## src/rtl/instr_sequencer.sv

```systemverilog
// Fetch/execute sequencer for the 9-bit ISA core.
// Owns PC and Ir, gates commit strobes and runs the data-memory handshake.
`timescale 1ns/1ps
module instr_sequencer #(
  parameter int PC_WIDTH    = 8,
  parameter int MEM_TIMEOUT = 15
) (
  input  logic                Clk,
  input  logic                Reset,
  input  logic                Start,
  input  logic [8:0]          Instruction,
  output logic [PC_WIDTH-1:0] Instr_addr,
  output logic [8:0]          Ir,
  input  logic                Dec_reg_write_en,
  input  logic                Dec_data_read_en,
  input  logic                Dec_data_write_en,
  input  logic                Zero_flag,
  output logic                Reg_write_commit,
  output logic                Flag_latch_en,
  output logic                Mem_req,
  output logic                Mem_we,
  input  logic                Mem_ack,
  output logic                Busy,
  output logic                Done,
  output logic                Error
);

  localparam int TW = $clog2(MEM_TIMEOUT + 1);
  localparam logic [8:0] HALT_WORD = 9'b0_0_1_000000;

  typedef enum logic [2:0] {
    S_IDLE,
    S_FETCH,
    S_EXEC,
    S_MEM,
    S_HALT
  } state_t;

  state_t              r_state;
  state_t              w_state_nx;
  logic [PC_WIDTH-1:0] r_pc;
  logic [PC_WIDTH-1:0] w_pc_nx;
  logic [8:0]          r_ir;
  logic                w_ir_ld;
  logic [TW-1:0]       r_cnt;
  logic [TW-1:0]       w_cnt_nx;
  logic                r_err;
  logic                w_err_nx;
  logic                r_we;
  logic                w_we_nx;
  logic                w_commit;
  logic                w_flag;

  logic                w_op_data;
  logic                w_op_branch;
  logic                w_op_alu;
  logic                w_taken;
  logic                w_halt;
  logic [PC_WIDTH-1:0] w_offset;
  logic [PC_WIDTH-1:0] w_pc_inc;

  assign w_op_data   = Dec_data_read_en | Dec_data_write_en;
  assign w_op_branch = !w_op_data & !r_ir[8] & r_ir[6];
  assign w_op_alu    = !w_op_data & !w_op_branch;
  assign w_taken     = !r_ir[7] | Zero_flag;
  assign w_halt      = (r_ir == HALT_WORD);
  assign w_offset    = PC_WIDTH'($signed(r_ir[5:0]));
  assign w_pc_inc    = r_pc + PC_WIDTH'(1);

  always_comb begin
    w_state_nx = r_state;
    w_pc_nx    = r_pc;
    w_ir_ld    = 1'b0;
    w_cnt_nx   = r_cnt;
    w_err_nx   = r_err;
    w_we_nx    = r_we;
    w_commit   = 1'b0;
    w_flag     = 1'b0;
    unique case (r_state)
      S_IDLE: begin
        if (Start) begin
          w_pc_nx    = '0;
          w_state_nx = S_FETCH;
        end
      end
      S_FETCH: begin
        w_ir_ld    = 1'b1;
        w_state_nx = S_EXEC;
      end
      S_EXEC: begin
        unique case (1'b1)
          w_op_data: begin
            w_cnt_nx   = '0;
            w_we_nx    = Dec_data_write_en;
            w_state_nx = S_MEM;
          end
          w_op_branch: begin
            if (w_halt) begin
              w_state_nx = S_HALT;
            end else begin
              w_pc_nx    = w_taken ? (r_pc + w_offset) : w_pc_inc;
              w_state_nx = S_FETCH;
            end
          end
          w_op_alu: begin
            w_commit   = Dec_reg_write_en;
            w_flag     = !r_ir[8] & !r_ir[6];
            w_pc_nx    = w_pc_inc;
            w_state_nx = S_FETCH;
          end
          default: w_state_nx = S_FETCH;
        endcase
      end
      S_MEM: begin
        if (Mem_ack) begin
          w_commit   = Dec_data_read_en;
          w_pc_nx    = w_pc_inc;
          w_state_nx = S_FETCH;
        end else if (r_cnt == TW'(MEM_TIMEOUT - 1)) begin
          // give up: no commit, PC left on the faulting access
          w_err_nx   = 1'b1;
          w_state_nx = S_HALT;
        end else begin
          w_cnt_nx = r_cnt + TW'(1);
        end
      end
      S_HALT: begin
        if (Start) begin
          w_pc_nx    = '0;
          w_err_nx   = 1'b0;
          w_state_nx = S_FETCH;
        end
      end
      default: w_state_nx = S_IDLE;
    endcase
  end

  always_ff @(posedge Clk or negedge Reset) begin
    if (!Reset) begin
      r_state <= S_IDLE;
      r_pc    <= '0;
      r_ir    <= 9'h000;
      r_cnt   <= '0;
      r_err   <= 1'b0;
      r_we    <= 1'b0;
    end else begin
      r_state <= w_state_nx;
      r_pc    <= w_pc_nx;
      r_cnt   <= w_cnt_nx;
      r_err   <= w_err_nx;
      r_we    <= w_we_nx;
      if (w_ir_ld) r_ir <= Instruction;
    end
  end

  assign Instr_addr       = r_pc;
  assign Ir               = r_ir;
  assign Reg_write_commit = w_commit;
  assign Flag_latch_en    = w_flag;
  assign Mem_req          = (r_state == S_MEM);
  assign Mem_we           = Mem_req & r_we;
  assign Busy             = (r_state == S_FETCH) |
                            (r_state == S_EXEC) |
                            (r_state == S_MEM);
  assign Done             = (r_state == S_HALT);
  assign Error            = r_err;

endmodule

```

## config.mk

```make
export PLATFORM = sky130hd
export DESIGN_NAME = instr_sequencer
export DESIGN_NICKNAME = d
export VERILOG_FILES = /design/src/rtl/instr_sequencer.sv
export SDC_FILE = /design/constraint.sdc
export NUM_CORES = 1
export LEC_CHECK = 0
export BUFFER_PORTS_ARGS = -buffer_cell sky130_fd_sc_hd__clkbuf_2
export CORE_UTILIZATION = 55
export CTS_BUF_LIST = sky130_fd_sc_hd__clkbuf_2 sky130_fd_sc_hd__clkbuf_4 sky130_fd_sc_hd__clkbuf_8
export CTS_CLUSTER_DIAMETER = 60
export DETAILED_ROUTE_END_ITERATION = 8
export PLACE_DENSITY_LB_ADDON = 0.1
export SYNTH_ARGS = -nofsm -noshare
export SYNTH_HDL_FRONTEND = slang
export SYNTH_SLANG_ARGS = --single-unit
```

## constraint.sdc

```tcl
create_clock -name Clk -period 5.4 [get_ports Clk]
set_clock_uncertainty 0.1 [all_clocks]
set_input_delay 0 -clock Clk [delete_from_list [all_inputs] [get_ports Clk]]
set_output_delay 0 -clock Clk [all_outputs]
set_load 0.05 [all_outputs]
```

After elaboration in Yosys (flattened, before gate mapping)
Cells that the tools add are included.
{ "word_totals": {"register_bits": 26, "in_bits": 17, "out_inout_bits": 24} }
{ "classes": {"add_sub_neg": 3, "eq_ne": 16, "muxes": 26, "bitwise": 9, "reduce_logical": 15} }
{ "ops": {"columns": ["cell", "count"], "rows": [
  ["$mux W8", 4],
  ["$pmux W8 S3", 1],
  ["$pmux W8 S2", 1],
  ["$mux W3", 4],
  ["$mux W4", 3],
  ["$pmux W3 S4", 1],
  ["$eq A9 B7 Y1 const B", 1],
  ["$add A8 B1 Y8 const B", 1],
  ["$add A8 B8 Y8", 1],
  ["$mux W1", 8],
  ["$ne A2 B2 Y1 const B", 4],
  ["$pmux W4 S2", 1],
  ["$reduce_and A4 Y1", 2],
  ["$eq A3 B2 Y1 const B", 2],
  ["$ne A2 B1 Y1 const B", 3],
  ["$ne A3 B3 Y1 const B", 2],
  ["$pmux W3 S2", 1],
  ["$and A1 B1 Y1", 5],
  ["$logic_not A1 Y1", 5],
  ["$reduce_and A5 Y1", 1],
  ["$add A4 B1 Y4 const B", 1],
  ["$eq A4 B4 Y1 const B", 1],
  ["$or A1 B1 Y1", 4],
  ["$pmux W1 S2", 2],
  ["8 further kinds", 10]
]} }

Logic depth before layout (Yosys ltp)
Gate-level depths: netlist of run 1.
{ "depth": {"depth_word": 8, "mapped_depth": 9, "depth_no_buf": 9} }

Worst setup path after synthesis of run 1
No wires, ideal clock.
{ "synth_timing": {"kind": "reg2out", "startpoint": "reg r_state[0]", "endpoint": "out Flag_latch_en", "arrival_time_ps": 2480, "t_required_ps": 5300, "path_slack_ps": 2820, "path_stages_with_launch": 5, "path_buffers": 2, "cell_sequence": "dfrtp_1 -> buf_2 -> buf_1 -> nor2_1 -> nor4b_1"} }
{ "synth_via": {"elab_chain_len": 2} }
{ "synth_rtl": {"columns": ["item", "line", "rtl"], "rows": [
  ["start, declared", "39", "state_t r_state;"],
  ["start signal, assigned", "147", "r_state <= w_state_nx;"],
  ["$eq A3 B2 Y1", "79", "unique case (r_state)"],
  ["$mux W1", "79", null],
  ["end, declared", "19", "output logic Flag_latch_en,"]
]} }
No other way between the ends.

Worst setup path after layout of run 1
{ "layout_timing": {"startpoint": "reg r_state[0]", "endpoint": "reg r_ir[0], in the netlist Ir[0]"} }
{ "layout_via": {"elab_chain_len": 2} }
{ "layout_rtl": {"columns": ["item", "line", "rtl"], "rows": [
  ["$eq A3 B1 Y1", "79", null],
  ["$mux W1", "79", null],
  ["end signal, assigned", "152", "if (w_ir_ld) r_ir <= Instruction;"],
  ["end, declared", "43", "logic [8:0] r_ir;"]
]} }
No other way between the ends.
A chain may end at the register's enable or synchronous reset.

==> impl_results.md, run 1 <==
* CTS clk-pin slew, worst paths at 150 ps
* Final hold vios at 0
* Register-to-register setup slack at 3010 ps
* Critical path launch point type: flop
* Clk Latency, worst-skew pair at 330 ps
* CTS sink cnt at 26
* DP HPWL at 3080 um
* Ys flop type: dfrtp_1
* PD cells at 659 nW/um2
* Hold path startpoint: Mem_ack
* Final #Nets at 276
* Slew Limit Headroom at 17.4%
* Vias in the first global route at 1588
* Type of the worst min-delay path: primary input to flop
* Row cnt at 20
* RePlAce Congestion at 0.867
* Most frequent cells in the layout: 40 x clkbuf_2, 26 x dfrtp_1, 19 x nor2_1
* RSZ-0062 raised after global routing: no
* Hold Path Sink: r_state[1]
* DP Area at 1980 um2
* WP depth at 3
* Register bit count reported by yosys at 26
* Residual DRC count at 1
* Max Freq at 419 MHz
* EDFF count, synth at 0
* CP top delay family: simple AND/OR/NAND/NOR gates
* TritonCTS clock tree: yes
* Largest net degree at the start of global routing at 27
* Layout area overhead at 22.7%
* Synthesized area at 1760 um2
* Max stage delay on crit path at 980 ps
* Final instance area at 2160 um2
* Fraction of layout cells with a size suffix above 1 at 22.7%
* R2r endpoint: Ir[0]
* Vias per inst at 5.70
* Resize count post-CTS at 0
* Setup TNS at 0 ps
* Drt total wl at 4330 um
* WHS Path Cells at 3
* Max-cap violations at 0
* Max VDD drop at 0.469 mV
* CP arrival at 2520 ps
* CP max-delay cell: nor3_1
* R2R depth at 3
* Synth cell types at 50
* Critical-path cell list: inv_1 > nor3_1 > mux2_2
* Global-route wire length before repair at 7160 um
* Kind of critical path: flop to flop
* Most common cell after layout, fill and taps aside: clkbuf_2
* Initial DRC count at 112
* Yosys warning count at 0
* Port buffer count at 40
* Failing checks: design-rule violations
* Synth Instances at 195
* Post-Synthesis Mean Instance Area at 9.02 um2
* Period utilization at 44.2%
* Register area share after synthesis at 37.0%
* Width of the die at 58.5 um
* Mapped Nets at 223
* Leakage at 0.994 nW
* Pins Over Slew Limit at 0
* Clock Tree Buf Depth at 2
* Wire per inst at 14.9 um
* Setup violators final at 0
* Total GRT Usage at 27.3%
* WP buf/inv at 1
* Root buf cell: clkbuf_4
* Core Area at 3050 um2
* Async S/R FF share, synth at 100%
* Die footprint at 3430 um2
* Vias at 1660
* Antenna diode instance count at 0
* Crit. End Element: flop
* Crit path max fanout at 16
* GRT overflow at 0
* ANT nets after route at 0
* H-Tree Depth at 1
* Outcome: complete, but fails checks
* Slew @ Worst Pin at 1230 ps
* Period minus WS final at 2390 ps
* I/O Pins at 41
* Initial Util at 57.6%
* DR pass1 iterations at 6
* Vert. Die Dim at 58.5 um
* Initial antenna violation count at 0
* TritonCTS Buffers at 3
* Req. time, crit path at 5530 ps
* R2r startpoint: r_state[0]
[how the worst max path moves through the flow]
stage                     startpoint             to  slack [ps]
after floorplan           r_state[0]  Flag_latch_en        2820
after global placement    r_state[0]          Ir[6]        3160
after detailed placement  r_state[0]          Ir[6]        3030
after CTS                 r_state[0]          Ir[2]        3010
after global routing      r_state[0]          Ir[0]        2790
final                     r_state[0]          Ir[0]        3010
[worst reg2reg max path, delay by kind of cell, from the launching register on]
kind | cells | cell delay [ps]
simple gates | 1 | 980
buf+inv | 1 | 90
mux | 1 | 430
flops | 1 | 700
[logic make-up after synthesis]
kind of cell	after synthesis	synth area share (%)
DFF	26	37.0
xor gates and xnor gates	7	3.49
buffers and inverters	13	3.35
muxes	9	5.69
AOI/OAI and AO/OA	50	19.0
and+or+nand+nor	79	23.2
adders and majority gates	11	8.26
[per-layer routing]
| layer | GRT usage, % | vias to the layer above | wire length, um |
|---|---|---|---|
| met3 | 2.42 | 9 | 170 |
| met4 | 9.18 | 0 | 68 |
| met1 | 37.9 | 782 | 1980 |
| met2 | 45.0 | 46 | 2110 |
| met5 | 0 | - | 0 |
| li1 | - | 823 | - |
[registers in the layout (all words and copies together) (netlist names)]
register and count:
Error 1, Instr_addr 8, Ir 9, r_cnt 4, r_state 3, r_we 1
[repair_timing]
action | CTS | global route
buffers inserted | 0 | 0
hold buffers | 14 | 0
hold endpoints to repair | 40 | 0
[where the power goes]
group / switching, mW / total (mW) / internal [mW] / leakage (nW)
clock: 0.0628 / 0.104 / 0.0413 / 0.0210
combinational: 0.606 / 0.923 / 0.317 / 0.648
sequential: 0.121 / 0.395 / 0.274 / 0.325
[stage by stage]
| step | cells | hold WS, ps | worst slack (ps) | utilization [%] | total power, mW |
|---|---|---|---|---|---|
| final | 291 | 27.0 | 3010 | 70.7 | 1.42 |
| after global routing | 291 | 39.8 | 2790 | 70.7 | 1.53 |
| after CTS | 291 | 10.0 | 3010 | 70.7 | 1.42 |
| after detailed placement | 273 | -41.2 | 3030 | 64.9 | 1.30 |
| after global placement | 273 | -49.9 | 3160 | 64.9 | 1.26 |
| after floorplan | 195 | -396 | 2820 | - | 1.09 |
[layout make-up]
type	count	area [um2]
multi-input cells	156	1050
fillers	260	896
flip-flops and latches	26	651
repair buffers	54	340
well taps	44	55.1
clock buffers	4	36.3
inverters	7	26.3
[cell usage after synthesis, types with 2 or more instances]
library cell   n  area, um2
dfrtp_1       26        651
nor2_1        19       71.3
nand2_1       18       67.6
o21ai_0       16       80.1
a21oi_1       11       55.1
ha_1          10        125
mux2_2         8       90.1
inv_1          7       26.3
nand2b_1       7       43.8
nor3_1         7       35.0
nand3_1        5       25.0
a31oi_1        4       25.0
xor2_1         4       35.0
nor4_1         3       18.8
o31ai_1        3       22.5
xnor2_1        3       26.3
and3_1         2       12.5
buf_2          2       10.0
clkbuf_1       2       7.51
nand4_1        2       12.5
nor3b_1        2       15.0
nor4b_1        2       17.5
o211ai_1       2       15.0
o22ai_1        2       12.5
or2_1          2       12.5
or3_1          2       12.5
Note: power is estimated with default switching activity, not from simulation.
==> run 2, diff against run 1 <==
--- a/config.mk
+++ b/config.mk
@@ -6,7 +6,7 @@
 export NUM_CORES = 1
 export LEC_CHECK = 0
 export BUFFER_PORTS_ARGS = -buffer_cell sky130_fd_sc_hd__clkbuf_2
-export CORE_UTILIZATION = 55
+export CORE_UTILIZATION = 50
 export CTS_BUF_LIST = sky130_fd_sc_hd__clkbuf_2 sky130_fd_sc_hd__clkbuf_4 sky130_fd_sc_hd__clkbuf_8
 export CTS_CLUSTER_DIAMETER = 60
 export DETAILED_ROUTE_END_ITERATION = 8
==> constraint.sdc (replaced) <==
create_clock -name Clk -period 1.98 [get_ports Clk]
set_clock_uncertainty 0.1 [all_clocks]
set_input_delay 0 -clock Clk [delete_from_list [all_inputs] [get_ports Clk]]
set_output_delay 0 -clock Clk [all_outputs]
set_load 0.05 [all_outputs]
==> run 2 against run 1 <==
- the run ends with negative setup slack left
- global-route usage increased by 0.86 points
- non-clock buffer count grew 34
- combinational power grew to 3.8 times the previous value
==> impl_results.md, run 2 (synthesis gave the netlist of run 1 again) <==
* Kind of critical path: flop to flop (unchanged)
* Core Area at 3360 um2 (was 3050 um2)
* I/O Pins at 41 (unchanged)
* Most frequent cells in the layout: 38 x clkbuf_2, 34 x buf_4, 19 x nor2_1 (was 40 x clkbuf_2, 26 x dfrtp_1, 19 x nor2_1)
* Slew Limit Headroom at 57.7% (was 17.4%)
* Residual DRC count at 0 (was 1)
* Seq. cell area at 672 um2 (was 651 um2)
* H-Tree Depth at 1 (unchanged)
* Root buf cell: clkbuf_4 (unchanged)
* Initial DRC count at 92 (was 112)
* Clock Tree Buf Depth at 2 (unchanged)
* Vias in the first global route at 1686 (was 1588)
* Port buffer count at 40 (unchanged)
* Vert. Die Dim at 61.3 um (was 58.5 um)
* Type of the worst min-delay path: primary input to flop (unchanged)
* Total GRT Usage at 28.2% (was 27.3%)
* Wire per inst at 15.3 um (was 14.9 um)
* Period utilization at 104% (was 44.2%)
* TritonCTS Buffers at 3 (unchanged)
* Most common cell after layout, fill and taps aside: clkbuf_2 (unchanged)
* TritonCTS clock tree: yes (unchanged)
* CTS clk-pin slew, worst paths at 150 ps (about the same)
* ANT nets after route at 0 (unchanged)
* Die footprint at 3760 um2 (was 3430 um2)
* Global-route wire length before repair at 7660 um (was 7160 um)
* Period minus WS final at 2060 ps (was 2390 ps)
* CTS sink cnt at 26 (unchanged)
* Initial Util at 52.3% (was 57.6%)
* Req. time, crit path at 2110 ps (was 5530 ps)
* R2R depth at 7 (was 3)
* Final hold vios at 0 (unchanged)
* Outcome: complete, but fails checks (unchanged)
* Antenna diode instance count at 0 (unchanged)
* Fraction of layout cells with a size suffix above 1 at 43.8% (was 22.7%)
* Initial antenna violation count at 0 (unchanged)
* Drt total wl at 5000 um (was 4330 um)
* R2r startpoint: Ir[1] (was r_state[0])
* Slew @ Worst Pin at 635 ps (was 1230 ps)
* Crit path to: Instr_addr[7] (was Ir[0])
* Max-cap violations at 0 (unchanged)
* Final setup margin at -79.1 ps (was 3010 ps)
* Vias at 1847 (was 1660)
* Pins Over Slew Limit at 0 (unchanged)
* DR pass1 iterations at 4 (was 6)
* Clk Latency, worst-skew pair at 330 ps (about the same)
* Setup crit start: Ir[1] (was r_state[0])
* # fillers at 247 (was 260)
* Critical path launch point type: flop (unchanged)
* Layout area overhead at 48.9% (was 22.7%)
* Max Freq at 486 MHz (was 419 MHz)
* Failing checks: negative setup slack (was design-rule violations)
* CP arrival at 2190 ps (was 2520 ps)
* DP HPWL at 3690 um (was 3080 um)
* Largest register FFs at 9 (unchanged)
* Largest net degree at the start of global routing at 27 (unchanged)
* Register-to-register setup slack at -80 ps (was 3010 ps)
* PD cells at 1880 nW/um2 (was 659 nW/um2)
* Setup violators final at 1 (was 0)
* GRT overflow at 0 (unchanged)
* RSZ-0062 raised after global routing: yes (was no)
* Leakage at 1.17 nW (was 0.994 nW)
* Max VDD drop at 1.03 mV (was 0.469 mV)
* Row cnt at 21 (was 20)
* Crit path max fanout at 3 (was 16)
* Width of the die at 61.3 um (was 58.5 um)
* RePlAce Congestion at 0.856 (was 0.867)
* Vias per inst at 5.65 (was 5.70)
* Crit. End Element: flop (unchanged)
* Final #Nets at 310 (was 276)
* Final Core Density at 77.8% (was 70.7%)
* Setup TNS at -79.1 ps (was 0 ps)
* Multi-input gate area at 1210 um2 (was 1050 um2)
* R2r endpoint: Instr_addr[7] (was Ir[0])
==> run 2: worst min path at each step <==
stage | cells after the start | startpoint | slack, ps | to
after floorplan | 0 | Reset | -400 | Error
after CTS | 4 | Dec_data_read_en | 60 | r_cnt[3]
after detailed placement | 1 | Reset | -50 | r_cnt[0]
after global routing | 4 | Dec_data_read_en | 110 | r_cnt[3]
after global placement | 1 | Reset | -50 | r_cnt[1]
final | 4 | Dec_data_read_en | 70 | r_cnt[3]
==> run 2: per-layer routing <==
metal / vias to the layer above / wire [um] / part of all wire (%) / track usage [%]
li1: 886 / - / - / -
met4: 0 / 83 / 1.7 / 10.1
met3: 9 / 203 / 4.1 / 5.25
met1: 887 / 2190 / 44 / 36.9
met2: 65 / 2520 / 50 / 46.6
met5: - / 0 / 0 / 0
==> run 2: critical path, stage by stage, from the launching register on <==
cell      delay [ps]
dfrtp_2          460
ha_4             250
a211oi_2         220
o21bai_2         110
o22ai_2          150
mux2i_2          260
nor3_2            50
or3_1            360
==> run 2: report_power, final <==
| part | internal (mW) | total (mW) | switching (mW) |
|---|---|---|---|
| sequential | 0.782 | 1.06 | 0.283 |
| combinational | 1.46 | 3.48 | 2.02 |
| clock | 0.205 | 0.372 | 0.167 |
| total | 2.44 | 4.91 | 2.47 |
==> run 2: cell type report <==
type,count,share of cell area (%)
multi-input cells,156,46.2
flip-flops and latches,26,25.7
repair buffers,88,22.9
well taps,46,2.20
clock inverters,1,1.15
inverters,7,1.00
clock buffers,3,0.860
==> run 2: repair_timing <==
item | CTS | global route
gates resized for setup | 2 | 12
pin swaps | 1 | 4
hold buffers | 14 | 0
endpoints found under the setup margin | 4 | 10
setup buffers | 0 | 3
endpoints found under the hold margin | 40 | 0
==> run 2: metrics by stage <==
step	worst slack (ps)	hold WS (ps)	power [mW]	instances	instance area [um2]
after floorplan	-90.2	-396	3.24	195	1900
after global placement	-27.3	-48.0	4.20	306	2360
after detailed placement	-75.2	-53.7	4.33	306	2360
after CTS	-50.6	59.0	4.79	324	2560
after global routing	-176	110	5.24	327	2620
final	-79.1	71.5	4.91	327	2620
==> run 3, diff against run 2 <==
--- a/config.mk
+++ b/config.mk
@@ -6,11 +6,13 @@
 export NUM_CORES = 1
 export LEC_CHECK = 0
 export BUFFER_PORTS_ARGS = -buffer_cell sky130_fd_sc_hd__clkbuf_2
+export CORE_MARGIN = 2
 export CORE_UTILIZATION = 50
 export CTS_BUF_LIST = sky130_fd_sc_hd__clkbuf_2 sky130_fd_sc_hd__clkbuf_4 sky130_fd_sc_hd__clkbuf_8
 export CTS_CLUSTER_DIAMETER = 60
 export DETAILED_ROUTE_END_ITERATION = 8
 export PLACE_DENSITY_LB_ADDON = 0.1
+export SETUP_SLACK_MARGIN = 0.1
 export SYNTH_ARGS = -nofsm -noshare
 export SYNTH_HDL_FRONTEND = slang
 export SYNTH_SLANG_ARGS = --single-unit
==> run 3 against run 2 <==
- the run still ends with negative setup slack left
- die area rose by 6.6%
- clock-buffer cell count rose by 1
- total power fell by 3.2%
- cell area down 1.1%
- combinational power is 1% lower
- wire length down 1.8%
- clock power is 32% lower
- global-route usage shrank 1.8 points
- worst hold slack better by 19 ps
- fmax fell by 0.79%
- worst setup slack got worse by 16 ps
- largest cell class unchanged
- largest power group unchanged
==> impl_results.md, run 3 (synthesis gave the netlist of run 1 again) <==
* Outcome: complete, but fails checks (unchanged)
* Failing checks: negative setup slack (unchanged)
* H-Tree Depth at 1 (unchanged)
* Setup slack at placement at -64.1 ps (was -75.2 ps)
* Residual DRC count at 0 (unchanged)
* CTS sink cnt at 26 (unchanged)
* Crit. End Element: flop (unchanged)
* Slew Limit Headroom at 56.3% (was 57.7%)
* Global-route wire length before repair at 8470 um (was 7660 um)
* Crit path max fanout at 5 (was 3)
* Clk Latency, worst-skew pair at 330 ps (about the same)
* Total Power at 4.76 mW (was 4.91 mW)
* Vert. Die Dim at 63.3 um (was 61.3 um)
* Initial antenna violation count at 0 (unchanged)
* Final instance area at 2590 um2 (was 2620 um2)
* RePlAce Congestion at 0.845 (was 0.856)
* Max Freq at 482 MHz (was 486 MHz)
* Final #Nets at 304 (was 310)
* Hold path startpoint: Dec_data_read_en (unchanged)
* Clock Tree Buf Depth at 2 (unchanged)
* Most frequent cells in the layout: 37 x clkbuf_2, 29 x buf_4, 18 x nand2_1 (was 38 x clkbuf_2, 34 x buf_4, 19 x nor2_1)
* Pins Over Slew Limit at 0 (unchanged)
* Slew @ Worst Pin at 656 ps (was 635 ps)
* DR pass1 iterations at 4 (unchanged)
* Period utilization at 105% (was 104%)
* Fraction of layout cells with a size suffix above 1 at 44.4% (was 43.8%)
* CTS clk-pin slew, worst paths at 140 ps (was 150 ps)
* R2r startpoint: Ir[5] (was Ir[1])
* Max-cap violations at 0 (unchanged)
* Hold_ws at 90.4 ps (was 71.5 ps)
* Final setup margin at -95.6 ps (was -79.1 ps)
* Setup crit start: Ir[5] (was Ir[1])
* ANT nets after route at 0 (unchanged)
* TritonCTS Buffers at 3 (unchanged)
* Final hold vios at 0 (unchanged)
* Highest Signal Layer: met4 (unchanged)
* TritonCTS clock tree: yes (unchanged)
* DP Cell Count at 302 (was 306)
* Met2 wire length at 2380 um (was 2520 um)
* PD cells at 1840 nW/um2 (was 1880 nW/um2)
* Largest register FFs at 9 (unchanged)
* Layout area overhead at 47.3% (was 48.9%)
* Vias at 1815 (was 1847)
* Final Core Density at 77.0% (was 77.8%)
* Die footprint at 4010 um2 (was 3760 um2)
* Setup violators final at 6 (was 1)
* Setup TNS at -432 ps (was -79.1 ps)
* # fillers at 251 (was 247)
* Root buf cell: clkbuf_4 (unchanged)
* Antenna diode instance count at 0 (unchanged)
* CP arrival at 2250 ps (was 2190 ps)
* Kind of critical path: flop to flop (unchanged)
* Core Area at 3360 um2 (unchanged)
* Met3 WL at 315 um (was 203 um)
* Leakage at 1.14 nW (was 1.17 nW)
* Max VDD drop at 1.34 mV (was 1.03 mV)
* DP HPWL at 3680 um (was 3690 um)
* Wire per inst at 15.3 um (about the same)
* Type of the worst min-delay path: primary input to flop (unchanged)
* Largest net degree at the start of global routing at 27 (unchanged)
* M1 WL at 2160 um (was 2190 um)
* Port buffer count at 40 (unchanged)
* Initial Util at 52.3% (unchanged)
* Vias in the first global route at 1808 (was 1686)
* Row cnt at 21 (unchanged)
* Period minus WS final at 2080 ps (was 2060 ps)
* Fin cells at 321 (was 327)
* Req. time, crit path at 2160 ps (was 2110 ps)
* RSZ-0062 raised after global routing: yes (unchanged)
* GRT overflow at 0 (unchanged)
* Vias per inst at 5.65 (about the same)
* Total GRT Usage at 26.3% (was 28.2%)
* I/O Pins at 41 (unchanged)
* Width of the die at 63.3 um (was 61.3 um)
* Initial DRC count at 76 (was 92)
* Drt total wl at 4910 um (was 5000 um)
* Critical path launch point type: flop (unchanged)
* DP Area at 2340 um2 (was 2360 um2)
* Most common cell after layout, fill and taps aside: clkbuf_2 (unchanged)
run 3: changes by cell type in the layout (fill, tap and decap cells not counted), sizes merged:
cell    before  now
buf         34   31
clkbuf      43   41
bufinv       1    0
run 3: critical path, cell delays in order, from the launching register on:
cell,delay (ps)
dfrtp_4,560
nor4_1,320
nand3_1,250
a32oi_4,260
buf_4,190
nand3_1,80
o311ai_0,100
or3_1,150
run 3: per-layer routing:
metal / up-vias / track usage [%]
li1: 873 / -
met3: 9 / 5.18
met1: 858 / 34.3
met5: - / 0
met4: 0 / 4.62
met2: 75 / 45.9
run 3: worst paths after layout:
| kind | endpoint | slack, ps | cells after the start |
|---|---|---|---|
| max in group asynchronous | Ir[5] | 1200 | 2 |
| min in group asynchronous | r_we | 110 | 2 |
| setup reg to reg | Instr_addr[7] | -100 | 7 |
| hold / removal | r_cnt[2] | 90 | 4 |
| hold reg to reg | Error | 450 | 2 |
| setup / recovery | Instr_addr[7] | -100 | 7 |
run 3: area by class of cell:
type,instances,area [um2],share of cell area (%)
flip-flops and latches,26,672,26.0
repair buffers,82,559,21.6
inverters,7,26.3,1.01
well taps,46,57.6,2.22
clock buffers,4,30.0,1.16
multi-input cells,156,1240,48.0
run 3: timing repair:
action,CTS,global route
gates resized for setup,3,17
endpoints found under the setup margin,10,12
pin swaps,0,1
endpoints found under the hold margin,40,0
hold buffers,14,0
setup buffers,0,1
run 3: power by group:
group / leakage, nW / total, mW / switching, mW / internal (mW)
Combinational: 0.820 / 3.44 / 2.01 / 1.42
Sequential: 0.307 / 1.07 / 0.287 / 0.782
Clock: 0.0184 / 0.253 / 0.160 / 0.0928
